===== src/rtl/s15850_vec_tx.sv =====
// Framed 20-bit stimulus transmitter for the s15850 n460 checker: zero/one markers, walking one, then LFSR frames.
// Optional response signature register enabled by defining RESP_MISR_EN.
module s15850_vec_tx #(
    parameter logic [19:0] SEED       = 20'h00001,
    parameter int          NUM_FRAMES = 256,
    parameter int          CNT_W      = 16
) (
    input  logic             CK,
    input  logic             RST,
    input  logic             start,
    output logic             vec_valid,
    input  logic             vec_ready,
    output logic [19:0]      vec,
    output logic [CNT_W-1:0] frame_cnt,
    output logic             busy,
    output logic             done
`ifdef RESP_MISR_EN
    ,
    input  logic             resp,
    input  logic             resp_valid,
    output logic [15:0]      signature
`endif
);

    localparam logic [19:0] SEED_EFF  = (SEED == 20'h00000) ? 20'h00001 : SEED;
    localparam int          RW        = (NUM_FRAMES > 1) ? $clog2(NUM_FRAMES) : 1;
    localparam logic [RW-1:0] RAND_LAST = RW'((NUM_FRAMES > 0) ? NUM_FRAMES - 1 : 0);

    typedef enum logic [2:0] {
        IDLE,
        MARK0,
        MARK1,
        WALK,
        RAND,
        DONE
    } state_e;

    state_e            state_q, state_d;
    logic [19:0]       vec_q, vec_d;
    logic              valid_q, valid_d;
    logic [CNT_W-1:0]  cnt_q, cnt_d;
    logic [19:0]       lfsr_q, lfsr_d;
    logic [4:0]        idx_q, idx_d;
    logic [RW-1:0]     rcnt_q, rcnt_d;
    logic              xfer;
    logic              start_acc;

    assign xfer      = valid_q & vec_ready;
    assign start_acc = start & ((state_q == IDLE) | (state_q == DONE));

    always_comb begin
        state_d = state_q;
        vec_d   = vec_q;
        valid_d = valid_q;
        cnt_d   = cnt_q;
        lfsr_d  = lfsr_q;
        idx_d   = idx_q;
        rcnt_d  = rcnt_q;

        if (xfer) begin
            cnt_d = cnt_q + 1'b1;
        end

        case (state_q)
            IDLE, DONE: begin
                if (start) begin
                    state_d = MARK0;
                    vec_d   = '0;
                    valid_d = 1'b1;
                    cnt_d   = '0;
                    lfsr_d  = SEED_EFF;
                    idx_d   = '0;
                    rcnt_d  = '0;
                end
            end
            MARK0: begin
                if (xfer) begin
                    state_d = MARK1;
                    vec_d   = '1;
                end
            end
            MARK1: begin
                if (xfer) begin
                    state_d = WALK;
                    vec_d   = 20'h00001;
                end
            end
            WALK: begin
                if (xfer) begin
                    idx_d = idx_q + 1'b1;
                    if (idx_q == 5'd19) begin
                        if (NUM_FRAMES == 0) begin
                            state_d = DONE;
                            valid_d = 1'b0;
                        end else begin
                            state_d = RAND;
                            vec_d   = lfsr_q;
                        end
                    end else begin
                        vec_d = vec_q << 1;
                    end
                end
            end
            RAND: begin
                if (xfer) begin
                    // x^20+x^17+1; the frame just accepted was lfsr_q, so present the stepped value
                    lfsr_d = {lfsr_q[18:0], lfsr_q[19] ^ lfsr_q[16]};
                    rcnt_d = rcnt_q + 1'b1;
                    if (rcnt_q == RAND_LAST) begin
                        state_d = DONE;
                        valid_d = 1'b0;
                    end else begin
                        vec_d = lfsr_d;
                    end
                end
            end
            default: begin
                state_d = IDLE;
                valid_d = 1'b0;
            end
        endcase
    end

    always_ff @(posedge CK) begin
        if (RST) begin
            state_q <= IDLE;
            vec_q   <= '0;
            valid_q <= 1'b0;
            cnt_q   <= '0;
            lfsr_q  <= SEED_EFF;
            idx_q   <= '0;
            rcnt_q  <= '0;
        end else begin
            state_q <= state_d;
            vec_q   <= vec_d;
            valid_q <= valid_d;
            cnt_q   <= cnt_d;
            lfsr_q  <= lfsr_d;
            idx_q   <= idx_d;
            rcnt_q  <= rcnt_d;
        end
    end

    assign vec       = vec_q;
    assign vec_valid = valid_q;
    assign frame_cnt = cnt_q;
    assign busy      = (state_q != IDLE) && (state_q != DONE);
    assign done      = (state_q == DONE);

`ifdef RESP_MISR_EN
    logic [15:0] sig_q, sig_d;

    always_comb begin
        sig_d = sig_q;
        if (start_acc) begin
            sig_d = '1;
        end else if (resp_valid) begin
            sig_d = {sig_q[14:0], 1'b0} ^ (sig_q[15] ? 16'h1021 : 16'h0000) ^ {15'b0, resp};
        end
    end

    always_ff @(posedge CK) begin
        if (RST) begin
            sig_q <= '1;
        end else begin
            sig_q <= sig_d;
        end
    end

    assign signature = sig_q;
`endif

endmodule


===== config.mk =====
export PLATFORM = sky130hd
export DESIGN_NAME = s15850_vec_tx
export DESIGN_NICKNAME = d
export VERILOG_FILES = /design/src/rtl/s15850_vec_tx.sv
export SDC_FILE = /design/constraint.sdc
export NUM_CORES = 1
export LEC_CHECK = 0
export BUFFER_PORTS_ARGS = -buffer_cell sky130_fd_sc_hd__buf_2
export CELL_PAD_IN_SITES_DETAIL_PLACEMENT = 1
export CELL_PAD_IN_SITES_GLOBAL_PLACEMENT = 1
export CORE_MARGIN = 2
export CORE_UTILIZATION = 27
export DETAILED_ROUTE_END_ITERATION = 10
export HOLD_SLACK_MARGIN = 0.08
export PLACE_DENSITY = 0.53
export SYNTH_ARGS = -nofsm -noshare
export SYNTH_HDL_FRONTEND = slang
export SYNTH_SLANG_ARGS = --single-unit

===== constraint.sdc =====
create_clock -name CK -period 2.7 [get_ports CK]
set_clock_uncertainty 0.05 [all_clocks]
set_input_delay 0.405 -clock CK [delete_from_list [all_inputs] [get_ports CK]]
set_output_delay 0.405 -clock CK [all_outputs]
set_load 0.02 [all_outputs]

-- Word level (Yosys, flattened, before mapping)
Index checks and enable logic that the tools add are counted.
- bits of input ports: 4
- bits in registers: 73
- word-level logic and storage cells: 74
- output and inout port bits: 39
- mux-type cells: 32
- reduce and logical (&&, ||, !) cells: 13
- bitwise gates (word level): 3
- equality and inequality tests: 16
- $add $sub $neg: 3
- operator list (operator ; number):
    20-bit 2-to-1 mux ; 9
    20-bit case mux with 5 select lines ; 1
    16-bit 2-to-1 mux ; 3
    20-bit case mux with 2 select lines ; 1
    3-bit 2-to-1 mux ; 7
    16-bit by 1-bit adder with 16-bit output (second input constant) ; 1
    8-bit 2-to-1 mux ; 2
    2-bit != test (second input constant) ; 8
    8-bit case mux with 2 select lines ; 1
    3-bit case mux with 5 select lines ; 1
    7-bit AND reduction ; 2
    5-bit 2-to-1 mux ; 2
    5-bit case mux with 2 select lines ; 1
    8-bit by 1-bit adder with 8-bit output (second input constant) ; 1
    8-bit equality test (second input constant) ; 1
    3-bit by 2-bit equality test with 1-bit output (second input constant) ; 2
    3-bit equality test (second input constant) ; 2
    3-bit AND reduction ; 2
    5-bit by 1-bit adder with 5-bit output (second input constant) ; 1
    5-bit equality test (second input constant) ; 1
    5-bit nonzero test ; 1
    4-bit AND reduction ; 1
    2-bit nonzero test ; 2
    3-bit by 1-bit equality test with 1-bit output (second input constant) ; 1
    11 further kinds ; 13

-- Logic depth before layout (Yosys ltp)
- word-level depth: 4
- gate-level depth with buffers: 8
- mapped depth without buffers: 6

-- Worst setup path before layout
Ideal clock, no wire load.
- path type: register to register
- from: register valid_q, in the netlist vec_valid
- to: register vec_q[10], in the netlist vec[10]
- setup slack: 892 ps
- arrival: 1630 ps
- clock period less this slack: 1808 ps
- buffers on the path: 2
- cell stages (with the launch flop): 8
- cell sequence: dfxtp_1 clkbuf_2 nand3_2 a32oi_4 o211ai_4 buf_6 o32ai_1 nor2_1
- word-level cells in the longest chain between the ends: 3
- elaborated cells on any way between the ends: 6
- classes of those cells: 4 x eq/ne; 1 x bitwise; 1 x reduce/logical
- RTL lines (item ; line ; text):
    from (decl) ; 40 ; logic valid_q, valid_d;
    from (signal assigned) ; 136 ; valid_q <= valid_d;
    1-bit bitwise AND * ; 48 ; assign xfer = valid_q & vec_ready;
    2-bit != test (no line) ; n/a ;
    7-bit AND reduction (no line) * ; n/a ;
    to (signal assigned) ; 135 ; vec_q <= vec_d;
    to (decl) ; 39 ; logic [19:0] vec_q, vec_d;
Every way passes the cells marked *; elsewhere a longest branch is shown, timed or not.
A chain may end at the register's enable or synchronous reset.

-- Worst setup path after layout
- from: register state_q[0]
- to: output port done
- word-level cells in the longest chain between the ends: 1
- RTL lines (item ; line ; text):
    from (decl) ; 38 ; state_e state_q, state_d;
    from (signal assigned) ; 134 ; state_q <= state_d;
    3-bit equality test ; 148 ; assign done = (state_q == DONE);
    to (decl) ; 16 ; output logic done
No other way between the ends.

==> flow_summary.toml <==
[logic_synthesis]
synthXorXnorAreaFrac_pct = 6.87
muxShareOfSynthArea_pct = 5.63
synth_compound_area_share_pct = 17.8
synth_top_family_by_area = "simple AND/OR/NAND/NOR gates"
seq_area_frac_synth_pct = 41.1
syn_area_per_cell_sq_um = 8.44
synth-simple-area-share_pct = 22.4
ys_top_cells_by_area = "dfxtp_1 41%, nand2_1 6.0%, nor2_1 6.0%"
async_flop_share_pct = 0
synthCells = 421
syn_nets = 428
synth_cell_types = 52
synth_top_area_share_pct = 41.1
synth_area_sq_mm = 0.00355
yosys_register_bits = 73
synth-adder-area-share_pct = 1.06
synth_edf_count = 0
yosysWarnings = 0
synth_largest_area_cell = "dfxtp_1"
ys.flop_type = "dfxtp_1"

[finish]
final_common_cell = "dfxtp_1"
nets = 463
fillers = 1539
final_cell_mix = "73 x dfxtp_1, 57 x nand2_1, 57 x nor2_1, 42 x buf_2, 30 x a21oi_1"
area_growth_pct = 19.1
drive_gt1_share_pct = 18.4
stdcell_area_sq_mm = 0.00423
antennaDiodeCount = 0

[power_and_ir_drop]
powerDensity_mw_per_mm2 = 965
vdd_drop_max_mv = 0.457
power.leakage_nw = 1.44

[setup_path]
cp-startpoint = "state_q[0]$_SDFFE_PP0P_"
rr_startpoint = "state_q[0]$_SDFFE_PP0P_"
path_cells = "buf_4, nand2_1, nor2_1, buf_2"
start_kind = "register"
required_ns = 2.25
end_kind = "output pin"
critical-path-max-stage-delay_ns = 0.56
path_delay_family = "flip-flops"
reg2reg_depth = 6
cp_max_fo = 10
r2r_end = "vec[4]$_SDFFE_PP0P_"
r2r_slack_ns = 0.62
critPathBufInv = 2
cp.arrival_ns = 1.67
slowest_stage = "dfxtp_1"
critPathKind = "reg2out"

[global_route]
grt_overflow = 0
grt_start_max_net_pins = 46
grt_pass1_wl_mm = 16.4
antenna_found_initial = 0
grt_pass1_vias = 3128
grtUsageTotal_pct = 14.5

[sta]
slew_headroom_pct = 56.8
worst_pin_slew_ns = 0.644
fmax_mhz = 471
min_period_over_period_pct = 78.6
tns_ns = 0
drv_slew = 0
report.final.setup_viol = 0
fin_crit_ns = 2.12
hold_viol_final = 0
rsz0062_at_grt = "false"

[floorplan]
dieArea_sq_mm = 0.0141
chipHeight_microns = 119
core_sq_mm = 0.0127
dieWidth_microns = 119
num_rows = 41
initial_core_util_pct = 27.9
io_pins = 43

[clock_network]
clk_latency_ns = 0.34
cts.sinks = 73
cts_setup_buffers = 0
cts_hold_buffers = 0
cts_root_buf = "clkbuf_16"
cts_tree = "yes"
cts.clk_slew.worst_paths_ns = 0.06
cts_buffers = 9
clk_path_buf_depth = 2
h-tree-depth = 3
ctsResizeCount = 0

[routing]
finalWirelength_mm = 9.74
via_count = 3111
vias_per_cell = 4.91
firstDrtPassIters = 4
drc = 0
drtAntennaViolNets = 0
first_iter_violations = 159
routedWlPerCell_microns = 15.4

[placement]
gp_congestion = 0.747
portBuffers = 42
dp_hpwl_mm = 6.29
place_area_sq_mm = 0.00396

[worst_hold_path]
hold_path_startpoint = "vec_ready"
whs_path_depth = 3
holdPathEnd = "frame_cnt[1]$_SDFF_PP0_"
hold_class = "in2reg"

[flow_run]
maxCapViolCount = 0

[run_status]
run_status = "complete, no violations"
-- cells by family after synthesis --
family,Yosys count
buffers and inverters,35
muxes,20
and+or+nand+nor,175
adders and majority gates,3
AOI/OAI and AO/OA,88
xor gates and xnor gates,27
DFF,73
-- worst register-to-register path: stages (launching register included) --
cell and delay (ns):
dfxtp_1 0.56, buf_4 0.25, nor2_1 0.10, a32oi_4 0.29, o211ai_4 0.27, o32ai_1 0.37
nor2_1 0.06
-- stage by stage --
step	hold WS, ns	total power [mW]	std cells	utilization, %	setup WS [ns]
final	0.384	4.08	633	33.3	0.579
after global routing	0.386	4.37	633	33.3	0.458
after CTS	0.375	4.16	633	33.3	0.573
after detailed placement	0.430	3.02	617	31.1	0.623
after global placement	0.422	2.99	617	31.1	0.658
after floorplan	0.404	2.54	421	-	0.892
-- cell type report --
type,instances,area (sq um),share of cell area (%)
multi-input cells,313,1930,45.6
clock inverters,5,31.3,0.739
clock buffers,11,243,5.74
repair buffers,56,340,8.04
well taps,172,215,5.09
inverters,3,11.3,0.266
flip-flops and latches,73,1460,34.5
-- report_power, final --
part / switching (mW) / leakage (nW) / total [mW] / internal (mW)
clock network: 0.466 / 0.135 / 1.11 / 0.644
logic: 0.949 / 0.711 / 1.53 / 0.576
registers: 0.185 / 0.593 / 1.45 / 1.26
total: 1.60 / 1.44 / 4.08 / 2.48
-- sequential cells by signal (all words and copies together) (netlist names) --
register   count
lfsr_q        20
vec           20
frame_cnt     16
rcnt_q         8
idx_q          5
state_q        3
vec_valid      1
-- cell usage after synthesis, types with 3 or more instances --
cell and number:
buf_1 3, nand4_1 6, nand2_1 57, nor2_1 57, inv_1 3, nand3_1 29, ha_1 3, buf_4 6
nor3_1 4, a21oi_1 30, nor4_1 5, mux2i_1 20, clkbuf_1 9, o21ai_0 21, xnor2_1 13, buf_2 11
xor2_1 13, dfxtp_1 73, o32ai_1 19
-- routing by layer --
| layer | vias up | track usage, % | routed length (microns) |
|---|---|---|---|
| li1 | 1552 | - | - |
| met5 | - | 0 | 0 |
| met3 | 9 | 3.38 | 278 |
| met2 | 35 | 22.7 | 4430 |
| met1 | 1515 | 19.5 | 4930 |
| met4 | 0 | 4.69 | 105 |
-- worst max-delay path by stage --
stage                                       to  slack (ns)  cells after the start
after floorplan           vec[10]$_SDFFE_PP0P_        0.89                      7
after global placement    vec[11]$_SDFFE_PP0P_        0.66                      6
after detailed placement   vec[5]$_SDFFE_PP0P_        0.62                      6
after CTS                                 done        0.57                      4
after global routing       vec[7]$_SDFFE_PP0P_        0.46                      6
final                                     done        0.58                      4
Note: power is estimated with default switching activity, not from simulation.
